## config.mk

```make
export PLATFORM = sky130hd
export DESIGN_NAME = memory_arbiter_flat
export DESIGN_NICKNAME = d
export VERILOG_FILES = /design/src/rtl/memory_arbiter_if.sv /design/src/rtl/memory_arbiter.sv /design/src/flat_wrapper.sv
export SDC_FILE = /design/constraint.sdc
export NUM_CORES = 1
export LEC_CHECK = 0
export CORE_MARGIN = 4
export CORE_UTILIZATION = 43
export CTS_CLUSTER_SIZE = 14
export DETAILED_ROUTE_END_ITERATION = 10
export PLACE_DENSITY = 0.8
export SKIP_LAST_GASP = 1
export SLEW_MARGIN = 10
export SYNTH_ARGS = -nofsm -noshare
export SYNTH_HDL_FRONTEND = slang
export SYNTH_SLANG_ARGS = --single-unit
```

## constraint.sdc

```tcl
create_clock -name CLK -period 3.1 [get_ports CLK]
set_input_delay 0.62 -clock CLK [delete_from_list [all_inputs] [get_ports CLK]]
set_output_delay 0.62 -clock CLK [all_outputs]
set_load 0.05 [all_outputs]
```

## src/rtl/memory_arbiter_if.sv

```systemverilog
// Signal bundle for the memory arbiter: fetch stage, memory stage, shared memory port.
// The slave modport is the arbiter's view; master is the pipeline/memory environment.
interface memory_arbiter_if #(
   parameter int ADDR_W = 10,
   parameter int WORD_W = 20
);
   // fetch stage
   logic              IF_Req_IN;
   logic [ADDR_W-1:0] IF_Addr_IN;
   logic              IF_Grant_OUT;
   logic              IF_Valid_OUT;
   logic [WORD_W-1:0] IF_Data_OUT;
   // memory stage
   logic              MEM_Req_IN;
   logic              MEM_Write_IN;
   logic [ADDR_W-1:0] MEM_Addr_IN;
   logic [WORD_W-1:0] MEM_WData_IN;
   logic              MEM_Grant_OUT;
   logic              MEM_Valid_OUT;
   logic [WORD_W-1:0] MEM_RData_OUT;
   // shared memory port
   logic              Mem_Req_OUT;
   logic              Mem_Write_OUT;
   logic [ADDR_W-1:0] Mem_Addr_OUT;
   logic [WORD_W-1:0] Mem_WData_OUT;
   logic              Mem_Ack_IN;
   logic [WORD_W-1:0] Mem_RData_IN;
   // status
   logic              Error_OUT;

   modport slave (
      input  IF_Req_IN, IF_Addr_IN,
      output IF_Grant_OUT, IF_Valid_OUT, IF_Data_OUT,
      input  MEM_Req_IN, MEM_Write_IN, MEM_Addr_IN, MEM_WData_IN,
      output MEM_Grant_OUT, MEM_Valid_OUT, MEM_RData_OUT,
      output Mem_Req_OUT, Mem_Write_OUT, Mem_Addr_OUT, Mem_WData_OUT,
      input  Mem_Ack_IN, Mem_RData_IN,
      output Error_OUT
   );

   modport master (
      output IF_Req_IN, IF_Addr_IN,
      input  IF_Grant_OUT, IF_Valid_OUT, IF_Data_OUT,
      output MEM_Req_IN, MEM_Write_IN, MEM_Addr_IN, MEM_WData_IN,
      input  MEM_Grant_OUT, MEM_Valid_OUT, MEM_RData_OUT,
      input  Mem_Req_OUT, Mem_Write_OUT, Mem_Addr_OUT, Mem_WData_OUT,
      output Mem_Ack_IN, Mem_RData_IN,
      input  Error_OUT
   );
endinterface

```

## src/rtl/memory_arbiter.sv

```systemverilog
// Two-requester arbiter (instruction fetch vs. load/store) for one shared memory port.
// MEM wins ties unless IF has been passed over STARVE_LIMIT times in a row; an access
// that sees no acknowledge for TIMEOUT busy cycles is closed with zero data and a sticky error.
module memory_arbiter #(
   parameter int ADDR_W       = 10,
   parameter int WORD_W       = 20,
   parameter int STARVE_LIMIT = 3,
   parameter int TIMEOUT      = 15
) (
   input  logic            CLK,
   input  logic            RESET,
   memory_arbiter_if.slave bus
);

   localparam int STARVE_W = (STARVE_LIMIT > 0) ? $clog2(STARVE_LIMIT + 1) : 1;
   localparam int TMO_W    = (TIMEOUT > 1) ? $clog2(TIMEOUT) : 1;
   localparam logic [STARVE_W-1:0] STARVE_MAX = STARVE_W'(STARVE_LIMIT);
   localparam logic [TMO_W-1:0]    TMO_LAST   = TMO_W'(TIMEOUT - 1);

   typedef enum logic [1:0] {
      IDLE     = 2'd0,
      BUSY_IF  = 2'd1,
      BUSY_MEM = 2'd2
   } state_e;

   state_e              state_q,     state_d;
   logic [STARVE_W-1:0] starve_q,    starve_d;
   logic [TMO_W-1:0]    tmo_q,       tmo_d;
   logic                if_grant_q,  if_grant_d;
   logic                if_valid_q,  if_valid_d;
   logic                mem_grant_q, mem_grant_d;
   logic                mem_valid_q, mem_valid_d;
   logic                req_q,       req_d;
   logic                write_q,     write_d;
   logic [ADDR_W-1:0]   addr_q,      addr_d;
   logic [WORD_W-1:0]   wdata_q,     wdata_d;
   logic [WORD_W-1:0]   if_data_q,   if_data_d;
   logic [WORD_W-1:0]   mem_rdata_q, mem_rdata_d;
   logic                error_q,     error_d;

   // Arbitration, completion/timeout handling and the next value of every registered output.
   always_comb begin
      // NOTE: every variable gets a default first, so no branch can leave one unassigned and infer a latch.
      state_d     = state_q;
      starve_d    = starve_q;
      tmo_d       = tmo_q;
      if_grant_d  = 1'b0;
      if_valid_d  = 1'b0;
      mem_grant_d = 1'b0;
      mem_valid_d = 1'b0;
      req_d       = req_q;
      write_d     = write_q;
      addr_d      = addr_q;
      wdata_d     = wdata_q;
      if_data_d   = if_data_q;
      mem_rdata_d = mem_rdata_q;
      error_d     = error_q;

      case (state_q)
         IDLE: begin
            tmo_d = '0;
            if (bus.MEM_Req_IN && !(bus.IF_Req_IN && starve_q == STARVE_MAX)) begin
               state_d     = BUSY_MEM;
               mem_grant_d = 1'b1;
               req_d       = 1'b1;
               write_d     = bus.MEM_Write_IN;
               addr_d      = bus.MEM_Addr_IN;
               wdata_d     = bus.MEM_WData_IN;
               starve_d    = bus.IF_Req_IN ? starve_q + STARVE_W'(1) : '0;
            end else if (bus.IF_Req_IN) begin
               state_d    = BUSY_IF;
               if_grant_d = 1'b1;
               req_d      = 1'b1;
               write_d    = 1'b0;
               addr_d     = bus.IF_Addr_IN;
               wdata_d    = '0;
               starve_d   = '0;
            end else begin
               starve_d = '0;
            end
         end

         BUSY_IF, BUSY_MEM: begin
            if (!bus.IF_Req_IN) starve_d = '0;
            if (bus.Mem_Ack_IN || tmo_q == TMO_LAST) begin
               // Normal completion on acknowledge, otherwise the access has timed out.
               state_d = IDLE;
               req_d   = 1'b0;
               tmo_d   = '0;
               if (!bus.Mem_Ack_IN) error_d = 1'b1;
               if (state_q == BUSY_IF) begin
                  if_valid_d = 1'b1;
                  if_data_d  = bus.Mem_Ack_IN ? bus.Mem_RData_IN : '0;
               end else begin
                  mem_valid_d = 1'b1;
                  if (!bus.Mem_Ack_IN)  mem_rdata_d = '0;
                  else if (!write_q)    mem_rdata_d = bus.Mem_RData_IN;
               end
            end else begin
               tmo_d = tmo_q + TMO_W'(1);
            end
         end

         default: state_d = IDLE;
      endcase
   end

   // State and output registers; RESET clears all of them at once, abandoning any access.
   always_ff @(posedge CLK or posedge RESET) begin
      if (RESET) begin
         state_q     <= IDLE;
         starve_q    <= '0;
         tmo_q       <= '0;
         if_grant_q  <= 1'b0;
         if_valid_q  <= 1'b0;
         mem_grant_q <= 1'b0;
         mem_valid_q <= 1'b0;
         req_q       <= 1'b0;
         write_q     <= 1'b0;
         addr_q      <= '0;
         wdata_q     <= '0;
         if_data_q   <= '0;
         mem_rdata_q <= '0;
         error_q     <= 1'b0;
      end else begin
         // NOTE: non-blocking assignments so every register samples pre-edge values, independent of statement order.
         state_q     <= state_d;
         starve_q    <= starve_d;
         tmo_q       <= tmo_d;
         if_grant_q  <= if_grant_d;
         if_valid_q  <= if_valid_d;
         mem_grant_q <= mem_grant_d;
         mem_valid_q <= mem_valid_d;
         req_q       <= req_d;
         write_q     <= write_d;
         addr_q      <= addr_d;
         wdata_q     <= wdata_d;
         if_data_q   <= if_data_d;
         mem_rdata_q <= mem_rdata_d;
         error_q     <= error_d;
      end
   end

   assign bus.IF_Grant_OUT  = if_grant_q;
   assign bus.IF_Valid_OUT  = if_valid_q;
   assign bus.IF_Data_OUT   = if_data_q;
   assign bus.MEM_Grant_OUT = mem_grant_q;
   assign bus.MEM_Valid_OUT = mem_valid_q;
   assign bus.MEM_RData_OUT = mem_rdata_q;
   assign bus.Mem_Req_OUT   = req_q;
   assign bus.Mem_Write_OUT = write_q;
   assign bus.Mem_Addr_OUT  = addr_q;
   assign bus.Mem_WData_OUT = wdata_q;
   assign bus.Error_OUT     = error_q;

endmodule

```

## src/flat_wrapper.sv

```systemverilog
// flat-port wrapper written by rule: the top's interface ports become plain ports
module memory_arbiter_flat 
#(
   parameter int ADDR_W       = 10,
   parameter int WORD_W       = 20,
   parameter int STARVE_LIMIT = 3,
   parameter int TIMEOUT      = 15
)
  (CLK, RESET, bus_IF_Req_IN, bus_IF_Addr_IN, bus_IF_Grant_OUT, bus_IF_Valid_OUT, bus_IF_Data_OUT, bus_MEM_Req_IN, bus_MEM_Write_IN, bus_MEM_Addr_IN, bus_MEM_WData_IN, bus_MEM_Grant_OUT, bus_MEM_Valid_OUT, bus_MEM_RData_OUT, bus_Mem_Req_OUT, bus_Mem_Write_OUT, bus_Mem_Addr_OUT, bus_Mem_WData_OUT, bus_Mem_Ack_IN, bus_Mem_RData_IN, bus_Error_OUT);
  memory_arbiter_if #(.ADDR_W(ADDR_W), .WORD_W(WORD_W)) bus_i ();
  input  logic CLK;
  input  logic RESET;
  input wire logic [$bits(bus_i.IF_Req_IN)-1:0] bus_IF_Req_IN;
  input wire logic [$bits(bus_i.IF_Addr_IN)-1:0] bus_IF_Addr_IN;
  output wire logic [$bits(bus_i.IF_Grant_OUT)-1:0] bus_IF_Grant_OUT;
  output wire logic [$bits(bus_i.IF_Valid_OUT)-1:0] bus_IF_Valid_OUT;
  output wire logic [$bits(bus_i.IF_Data_OUT)-1:0] bus_IF_Data_OUT;
  input wire logic [$bits(bus_i.MEM_Req_IN)-1:0] bus_MEM_Req_IN;
  input wire logic [$bits(bus_i.MEM_Write_IN)-1:0] bus_MEM_Write_IN;
  input wire logic [$bits(bus_i.MEM_Addr_IN)-1:0] bus_MEM_Addr_IN;
  input wire logic [$bits(bus_i.MEM_WData_IN)-1:0] bus_MEM_WData_IN;
  output wire logic [$bits(bus_i.MEM_Grant_OUT)-1:0] bus_MEM_Grant_OUT;
  output wire logic [$bits(bus_i.MEM_Valid_OUT)-1:0] bus_MEM_Valid_OUT;
  output wire logic [$bits(bus_i.MEM_RData_OUT)-1:0] bus_MEM_RData_OUT;
  output wire logic [$bits(bus_i.Mem_Req_OUT)-1:0] bus_Mem_Req_OUT;
  output wire logic [$bits(bus_i.Mem_Write_OUT)-1:0] bus_Mem_Write_OUT;
  output wire logic [$bits(bus_i.Mem_Addr_OUT)-1:0] bus_Mem_Addr_OUT;
  output wire logic [$bits(bus_i.Mem_WData_OUT)-1:0] bus_Mem_WData_OUT;
  input wire logic [$bits(bus_i.Mem_Ack_IN)-1:0] bus_Mem_Ack_IN;
  input wire logic [$bits(bus_i.Mem_RData_IN)-1:0] bus_Mem_RData_IN;
  output wire logic [$bits(bus_i.Error_OUT)-1:0] bus_Error_OUT;
  assign bus_i.IF_Req_IN = bus_IF_Req_IN;
  assign bus_i.IF_Addr_IN = bus_IF_Addr_IN;
  assign bus_IF_Grant_OUT = bus_i.IF_Grant_OUT;
  assign bus_IF_Valid_OUT = bus_i.IF_Valid_OUT;
  assign bus_IF_Data_OUT = bus_i.IF_Data_OUT;
  assign bus_i.MEM_Req_IN = bus_MEM_Req_IN;
  assign bus_i.MEM_Write_IN = bus_MEM_Write_IN;
  assign bus_i.MEM_Addr_IN = bus_MEM_Addr_IN;
  assign bus_i.MEM_WData_IN = bus_MEM_WData_IN;
  assign bus_MEM_Grant_OUT = bus_i.MEM_Grant_OUT;
  assign bus_MEM_Valid_OUT = bus_i.MEM_Valid_OUT;
  assign bus_MEM_RData_OUT = bus_i.MEM_RData_OUT;
  assign bus_Mem_Req_OUT = bus_i.Mem_Req_OUT;
  assign bus_Mem_Write_OUT = bus_i.Mem_Write_OUT;
  assign bus_Mem_Addr_OUT = bus_i.Mem_Addr_OUT;
  assign bus_Mem_WData_OUT = bus_i.Mem_WData_OUT;
  assign bus_i.Mem_Ack_IN = bus_Mem_Ack_IN;
  assign bus_i.Mem_RData_IN = bus_Mem_RData_IN;
  assign bus_Error_OUT = bus_i.Error_OUT;
  memory_arbiter #(.ADDR_W(ADDR_W), .WORD_W(WORD_W), .STARVE_LIMIT(STARVE_LIMIT), .TIMEOUT(TIMEOUT)) u_core (.CLK(CLK), .RESET(RESET), .bus(bus_i));
endmodule
```

==> results.cfg, run 1 <==
[route]
avgRoutedWirePerCell_um = 16.4
viasPerCell = 5.18
drt_iter0_markers = 54
finalWirelength_um = 8820
drcViolationCount = 0
ant_nets = 0
vias = 2791
drt_pass1_iterations = 4

[worst_setup_path]
path_delay_family = buffers and inverters
start_kind = flip-flop
path_max_fanout = 5
end_kind = output pin
crit_arrival_ns = 1.62
crit_buf_inv = 1
slowest_delay_ns = 0.85
criticalPathCategory = flip-flop to output pin
worst_path_max_delay_cell = clkdlybuf4s50_1
worstPathCellList = clkdlybuf4s50_1
required_ns = 2.48
rr_worst_depth = 6
path_depth = 1
r2r_slack_ns = 1.07

[clocking]
cts.sinks = 85
clkTransAtPathRegs_ns = 0.08
cts_resized = 0
cts_hold_buf = 0
cts_buffer_depth = 2
cts_root_buffer = clkbuf_8
tritoncts = done
cts_buffers = 9
clk_latency_ns = 0.35
post-cts-setup-buffers = 0
h-tree-depth = 3

[sta]
rsz0062_at_grt = no
finalHoldViolations = 0
fin_worst_skew_ns = 0.0123
slew_viol_final = 0
setup_tns_ns = 0
period_needed_ns = 2.24
setup_violations = 0
fin_crit_sh_pct = 72.1
maxSlewHeadroom_pct = 49.5
max_slew.worst_pin.slew_ns = 0.757
clock.fmax_mhz = 447

[run]
maxCapViolations = 0

[synth]
syn-cell-area_um2 = 3510
yosysWarnings = 0
synth_seq_cells = 85
synth_top_family_by_area = compound AO/OA/AOI/OAI gates
syn-mean-instance-area_um2 = 12.1
synth_compound_gate_area_share_pct = 20.3
synth-async-reset-ratio_pct = 100
synth_fa_ha_area_share_pct = 2.14
synthSimpleGateAreaFrac_pct = 10.6
postSynthNetCount = 363
synth_cell_types = 39
yosysSeqAreaShare_pct = 60.6
synth-xor-area-share_pct = 0
synth_edf_count = 0
yosys_most_used_dff = dfrtp_1
synthMuxAreaShare_pct = 2.85
synth_cells = 291

[placement]
dp_cells = 525
gp_congestion = 0.739
hpwlAfterDp_um = 6460
dpl_cell_area_um2 = 5030
port_buffers = 142

[floorplanning]
dieHeight_um = 98.3
start_util_pct = 44.7
rows = 32
fp.dieW_um = 98.3
pin_count = 143
dieArea_um2 = 9660
coreArea_um2 = 7850

[layout]
diodes = 0
num-fill-cells = 628
finalNetCount = 506
regArea_um2 = 2130
multiInputGateArea_um2 = 1260
areaGrowthSynthToFinish_pct = 49.4
drive_above_1_share_pct = 9.15
fin_area_um2 = 5240
fin_cells = 539

[hold_path]
hold_class = flip-flop to flip-flop
whs_path_depth = 2

[global_route]
grt_max_degree = 52
antenna_found_initial = 0
grt_overflow = 0
first_global_vias = 2947
grt_first_pass_wirelength_um = 14400
gr-usage-all-layers_pct = 18.4

[pwr]
ir_worst_vdd_mv = 0.861
leakagePower_uw = 0.00233
powerDensity_nw_per_um2 = 1280

[run_status]
status = finished, final reports clean
-- routing by layer --
layer / wire length (µm) / vias to the layer above / GRT usage, %
met5: 0 / - / 0
met4: 95 / 0 / 5.67
met3: 802 / 8 / 6.29
met2: 4110 / 112 / 30.1
met1: 3820 / 1346 / 23.3
li1: - / 1325 / -
-- state kept, by name (all words and copies together), names as in the netlist, 2 cells and up --
name	flops
u_core.bus.IF_Data_OUT	20
u_core.bus.MEM_RData_OUT	20
u_core.bus.Mem_WData_OUT	20
u_core.bus.Mem_Addr_OUT	10
u_core.tmo_q	4
u_core.starve_q	2
u_core.state_q	2
-- area by class of cell --
cell class | count | area share [%]
clock inverter | 4 | 1.41
clock buffer | 10 | 2.63
inverter | 7 | 0.525
sequential | 85 | 40.6
timing repair buffer | 149 | 28.4
tap | 102 | 2.43
multi-input combinational | 182 | 24.1
-- worst paths after layout --
check,startpoint,end
hold / removal,u_core.bus.Mem_Addr_OUT[5],u_core.bus.Mem_Addr_OUT[5]
min in group asynchronous,RESET,u_core.bus.IF_Data_OUT[0]
hold reg to reg,u_core.bus.Mem_Addr_OUT[5],u_core.bus.Mem_Addr_OUT[5]
max in group asynchronous,RESET,u_core.starve_q[1]
setup reg to reg,u_core.state_q[0],u_core.bus.MEM_RData_OUT[6]
setup / recovery,u_core.bus.Mem_Write_OUT,bus_Mem_Write_OUT
-- power by group --
group | internal (µW) | switching, µW | total, µW
clock network | 467 | 375 | 843
logic | 1360 | 2550 | 3910
registers | 1620 | 313 | 1930
total | 3450 | 3240 | 6680
-- cells in the mapped netlist (all sizes together), types with 3 or more instances --
cell type  instances  share of area (%)
mux2i             10                2.9
clkbuf             3               0.32
o21ai             31                5.5
dfrtp             85                 61
a22o              44                 11
nor2               4               0.64
inv                7               0.75
ha                 6                2.1
nand2             55                5.9
buf               14                2.4
nand2b             5                1.1
-- cell families after synthesis --
group | after synthesis
AO/OA/AOI/OAI | 90
flip-flops | 85
AND/OR/NAND/NOR | 76
buffers and inverters | 24
multiplexers | 10
adder cells (fa/ha/maj) | 6
-- layout by cell type, fill, tap and decap left out, types with 2 or more instances in the layout --
cell and instances:
mux2i_1 10, inv_1 5, ha_1 6, o211ai_1 2, bufinv_16 2, clkdlybuf4s50_1 142
clkbuf_8 10, clkinv_2 2, buf_4 6, a221o_1 2, o21ai_1 20, a22o_1 44
o31ai_1 2, a21boi_0 2, o21ai_2 11, nor2_1 3, nand2b_1 4, dfrtp_1 85
nor2b_1 2, nand2_1 55
-- stage by stage --
step                setup slack [ns]  total power (µW)  utilization [%]  hold WS (ns)
CTS                            0.832              6740             66.8         0.495
finish                         0.865              6680             66.8         0.489
floorplan                      0.287              4530                -         0.476
global route                   0.792              7030             66.8         0.508
global placement               0.798              5810             64.1         0.467
detailed placement             0.737              5880             64.1         0.478
Note: power is estimated with default switching activity, not from simulation.
==> run 2: changes to the inputs <==
Settings changed: CORE_UTILIZATION 43 to 39, PLACE_DENSITY 0.8 to 0.77.
Clock period 3.1 ns to 1.9 ns, I/O delays scaled along.
==> results.cfg, run 2 (synthesized netlist as in run 1, its figures left out) <==
[sta]
slew_viol_final = 0
maxSlewHeadroom_pct = 48.3
setup_tns_ns = 0
period_needed_ns = 1.86
finalHoldViolations = 0
fin_crit_sh_pct = 97.8
setup_violations = 0
rsz0062_at_grt = no
fin_worst_skew_ns = 0.0134
max_slew.worst_pin.slew_ns = 0.775
clock.fmax_mhz = 538
timing.final.ws_setup_ns = 0.0410

[worst_setup_path]
worst_path_max_delay_cell = clkdlybuf4s50_1
path_delay_family = buffers and inverters
rr_worst_depth = 5
crit_arrival_ns = 1.48
path_max_fanout = 1
worstPathCellList = clkdlybuf4s50_1
timing.rr.end = u_core.tmo_q[2]
slowest_delay_ns = 0.80
required_ns = 1.52
criticalPathCategory = flip-flop to output pin
start_kind = flip-flop
end_kind = output pin
crit_buf_inv = 1
r2r_slack_ns = 0.11
r2r-start = u_core.state_q[1]

[layout]
num-fill-cells = 740
areaGrowthSynthToFinish_pct = 49.8
multiInputGateArea_um2 = 1260
diodes = 0
final_util_pct = 60.3
final_common_cell = dfrtp_1
regArea_um2 = 2130
drive_above_1_share_pct = 16.9
final_cell_mix = 85 x dfrtp_1, 66 x clkdlybuf4s50_1, 55 x nand2_1, 44 x a22o_1, 36 x buf_4
finalNetCount = 511

[floorplanning]
pin_count = 143
coreArea_um2 = 8720
start_util_pct = 40.2
dieArea_um2 = 10600
fp.dieW_um = 103
dieHeight_um = 103
rows = 34

[hold_path]
holdPathEnd = u_core.bus.Error_OUT
whs_path_depth = 1
worstHoldStart = u_core.bus.Error_OUT
hold_class = flip-flop to flip-flop

[pwr]
leakagePower_uw = 0.00266
powerDensity_nw_per_um2 = 2010
ir_worst_vdd_mv = 1.54

[placement]
pre_cts_slack_ns = 0.0123
gp_congestion = 0.738
port_buffers = 142
hpwlAfterDp_um = 6640

[global_route]
antenna_found_initial = 0
grt_overflow = 0
gr-usage-all-layers_pct = 17.1
first_global_vias = 2930
grt_max_degree = 86
grt_first_pass_wirelength_um = 14000

[clocking]
cts.sinks = 85
cts_buffers = 9
h-tree-depth = 3
post-cts-setup-buffers = 0
cts_buffer_depth = 2
clkTransAtPathRegs_ns = 0.08
cts_root_buffer = clkbuf_8
clk_latency_ns = 0.35
tritoncts = done

[route]
drcViolationCount = 0
drt_iter0_markers = 78
avgRoutedWirePerCell_um = 16.5
drt_pass1_iterations = 4
finalWirelength_um = 9070
ant_nets = 0
viasPerCell = 5.18
vias = 2855

[run]
maxCapViolations = 0

[run_status]
status = finished, final reports clean
## run 2: where the power goes
group          internal (µW)  switching (µW)  total (µW)
registers               2640             505        3150
clock network            676             619        1300
logic                   1930            4180        6110
## run 2: final cells by class
| class | instances | share of cell area (%) |
|---|---|---|
| sequential | 85 | 40.5 |
| inverter | 7 | 0.571 |
| multi-input combinational | 182 | 24.0 |
| clock buffer | 12 | 2.95 |
| clock inverter | 3 | 0.833 |
| timing repair buffer | 154 | 28.6 |
| tap | 108 | 2.57 |
## run 2: layer usage
layer | part of all wire, % | global-route usage (%)
met1 | 41 | 21.5
met2 | 48 | 28.0
met3 | 10 | 5.89
met4 | 1.2 | 5.28
met5 | 0 | 0
## run 2: worst max path at each step
stage	endpoint	cells past startpoint	slack [ns]	startpoint
5_1_grt	bus_MEM_Grant_OUT	1	0.0005	u_core.bus.MEM_Grant_OUT
3_3_place_gp	u_core.bus.IF_Data_OUT[2]	3	0.09	bus_Mem_Ack_IN
6_report	bus_MEM_Grant_OUT	1	0.04	u_core.bus.MEM_Grant_OUT
2_1_floorplan	u_core.bus.MEM_RData_OUT[1]	7	0.27	u_core.state_q[0]
4_1_cts	bus_MEM_RData_OUT[11]	1	0.0003	u_core.bus.MEM_RData_OUT[11]
3_5_place_dp	u_core.bus.IF_Data_OUT[5]	3	0.01	bus_Mem_Ack_IN
## run 2: metrics by stage
| stage | instances | instance area (µm²) | total power, µW | hold WS (ns) |
|---|---|---|---|---|
| floorplan | 291 | 3510 | 7400 | 0.476 |
| global placement | 536 | 5060 | 9480 | 0.466 |
| detailed placement | 536 | 5060 | 9620 | 0.477 |
| CTS | 551 | 5220 | 10700 | 0.493 |
| global route | 551 | 5260 | 11100 | 0.516 |
| finish | 551 | 5260 | 10600 | 0.485 |
## run 2: what timing repair did
item                                    in CTS  in global routing
endpoints found under the setup margin      33                 13
gates resized for setup                     33                 13
hold buffers                                 0                  0
endpoints found under the hold margin        0                  0
==> run 3: changes to the inputs <==
Settings changed: ABC_AREA set to 1, CORE_UTILIZATION 39 to 47, HOLD_SLACK_MARGIN set to 0.08, PLACE_DENSITY 0.77 to 0.86.
Clock period 1.9 ns to 2.3 ns, I/O delays scaled along.
==> results.cfg, run 3 <==
[floorplanning]
pin_count = 143
dieArea_um2 = 9130
coreArea_um2 = 7370
dieHeight_um = 95.6
rows = 31
start_util_pct = 48.9
fp.dieW_um = 95.6

[synth]
synth_top_area_share_pct = 59.0
synth_seq_cells = 85
yosysMostFrequentCell = nand2_1
synth_cells = 389
synth-async-reset-ratio_pct = 100
yosysSeqAreaShare_pct = 59.0
yosysWarnings = 0
synth_cell_types = 23
syn-cell-area_um2 = 3600
yosys.area.top_type = dfrtp_1
yosys_most_used_dff = dfrtp_1
synth_edf_count = 0
postSynthNetCount = 461
syn-mean-instance-area_um2 = 9.26
synthTopCellsByArea = dfrtp_1 59%, nand2_1 18%, o21ai_2 4.9%
synth_commonest_cells = 173 x nand2_1, 85 x dfrtp_1, 25 x o21ai_1, 20 x inv_1, 20 x o21ai_2

[placement]
hpwlAfterDp_um = 6700
port_buffers = 142
dpl_cell_area_um2 = 5070
gp_congestion = 0.812

[layout]
fin_area_um2 = 5300
finalNetCount = 603
num-fill-cells = 552
diodes = 0
final_common_cell = nand2_1
drive_above_1_share_pct = 10.5
final_cell_mix = 173 x nand2_1, 142 x clkdlybuf4s50_1, 85 x dfrtp_1, 25 x o21ai_1, 20 x o21ai_2
areaGrowthSynthToFinish_pct = 47.0

[clocking]
cts_root_buffer = clkbuf_8
cts_buffer_depth = 2
clkTransAtPathRegs_ns = 0.08
cts.sinks = 85
cts_buffers = 9
clk_latency_ns = 0.35
post-cts-setup-buffers = 0
tritoncts = done
cts_hold_buf = 0
cts_resized = 0
h-tree-depth = 3

[sta]
setup_tns_ns = 0
period_needed_ns = 2.04
rsz0062_at_grt = no
maxSlewHeadroom_pct = 55.3
slew_viol_final = 0
clock.fmax_mhz = 489
fin_crit_sh_pct = 88.8
setup_violations = 0
fin_worst_skew_ns = 0.0131
finalHoldViolations = 0
max_slew.worst_pin.slew_ns = 0.670

[global_route]
grt_first_pass_wirelength_um = 14700
gr-usage-all-layers_pct = 20.7
antenna_found_initial = 0
grt_overflow = 0
first_global_vias = 3203
grt_max_degree = 48

[pwr]
ir_worst_vdd_mv = 1.06
leakagePower_uw = 0.00251
power_uw = 8470
powerDensity_nw_per_um2 = 1600

[worst_setup_path]
crit_arrival_ns = 1.58
start_kind = flip-flop
path_max_fanout = 3
path_delay_family = buffers and inverters
r2r_slack_ns = 0.60
worst_path_max_delay_cell = clkdlybuf4s50_1
criticalPathCategory = flip-flop to output pin
worstPathCellList = clkdlybuf4s50_1
crit_buf_inv = 1
slowest_delay_ns = 0.86
required_ns = 1.84
end_kind = output pin

[run_status]
status = finished, final reports clean

[route]
avgRoutedWirePerCell_um = 14.3
drt_iter0_markers = 129
vias = 3139
viasPerCell = 4.95
ant_nets = 0
drcViolationCount = 0
drt_pass1_iterations = 4
finalWirelength_um = 9040

[hold_path]
hold_class = flip-flop to flip-flop

[run]
maxCapViolations = 0
==> run 3: cell count changes after synthesis, moves of 7 or more <==
cell | previous run | this run
nand2_1 | 55 | 173
mux2i_1 | 10 | 0
o21ai_2 | 10 | 20
a22o_1 | 44 | 0
inv_1 | 6 | 20
o211ai_1 | 2 | 10
inv_2 | 1 | 8
==> run 3: logic make-up (layout without fill, tap and decap cells) <==
| kind of cell | count (synthesis) | in the layout | share of synthesized area (%) |
|---|---|---|---|
| simple gates | 189 | 189 | 20.5 |
| buf+inv | 47 | 193 | 6.63 |
| compound gates | 61 | 61 | 11.5 |
| fa+ha+maj | 6 | 6 | 2.08 |
| flops | 85 | 85 | 59.0 |
| xor+xnor | 1 | 1 | 0.243 |
==> run 3: stage by stage <==
stage	utilization, %	cells	setup WS [ns]	hold slack (ns)
2_1_floorplan	-	389	0.860	0.484
4_1_cts	71.9	634	0.238	0.485
5_1_grt	71.9	634	0.207	0.503
3_3_place_gp	68.9	619	0.477	0.458
6_report	71.9	634	0.257	0.476
3_5_place_dp	68.9	619	0.422	0.465
==> run 3: area by class of cell <==
type                            instances  area (µm²)  share of cell area [%]
Multi-Input combinational cell        257        1240                    23.4
Tap cell                               99         124                    2.34
Clock inverter                          5        83.8                    1.58
Clock buffer                           10         138                    2.60
Inverter                               29         113                    2.13
Sequential cell                        85        2130                    40.2
Timing Repair Buffer                  149        1470                    27.8
==> run 3: path summary, 6_finish.rpt <==
kind,to,from,cells past startpoint
setup / recovery,bus_Mem_Write_OUT,u_core.bus.Mem_Write_OUT,1
hold / removal,u_core.bus.Mem_Req_OUT,u_core.bus.Mem_Req_OUT,2
setup reg to reg,u_core.bus.MEM_RData_OUT[4],u_core.state_q[0],6
hold reg to reg,u_core.bus.Mem_Req_OUT,u_core.bus.Mem_Req_OUT,2
max in group asynchronous,u_core.bus.MEM_RData_OUT[10],RESET,3
min in group asynchronous,u_core.bus.IF_Data_OUT[13],RESET,3
==> run 3: report_power, final <==
| part | leakage [µW] | switching (µW) | internal (µW) |
|---|---|---|---|
| combinational | 0.00132 | 3290 | 1520 |
| clock | 0.000105 | 519 | 639 |
| sequential | 0.00108 | 373 | 2120 |
==> run 3: layer usage <==
layer | global-route usage (%) | vias to the layer above | wire, µm
met4 | 7.70 | 0 | 106
met1 | 25.7 | 1451 | 3670
met5 | 0 | - | 0
li1 | - | 1508 | -
met3 | 6.79 | 12 | 1060
met2 | 33.6 | 168 | 4200
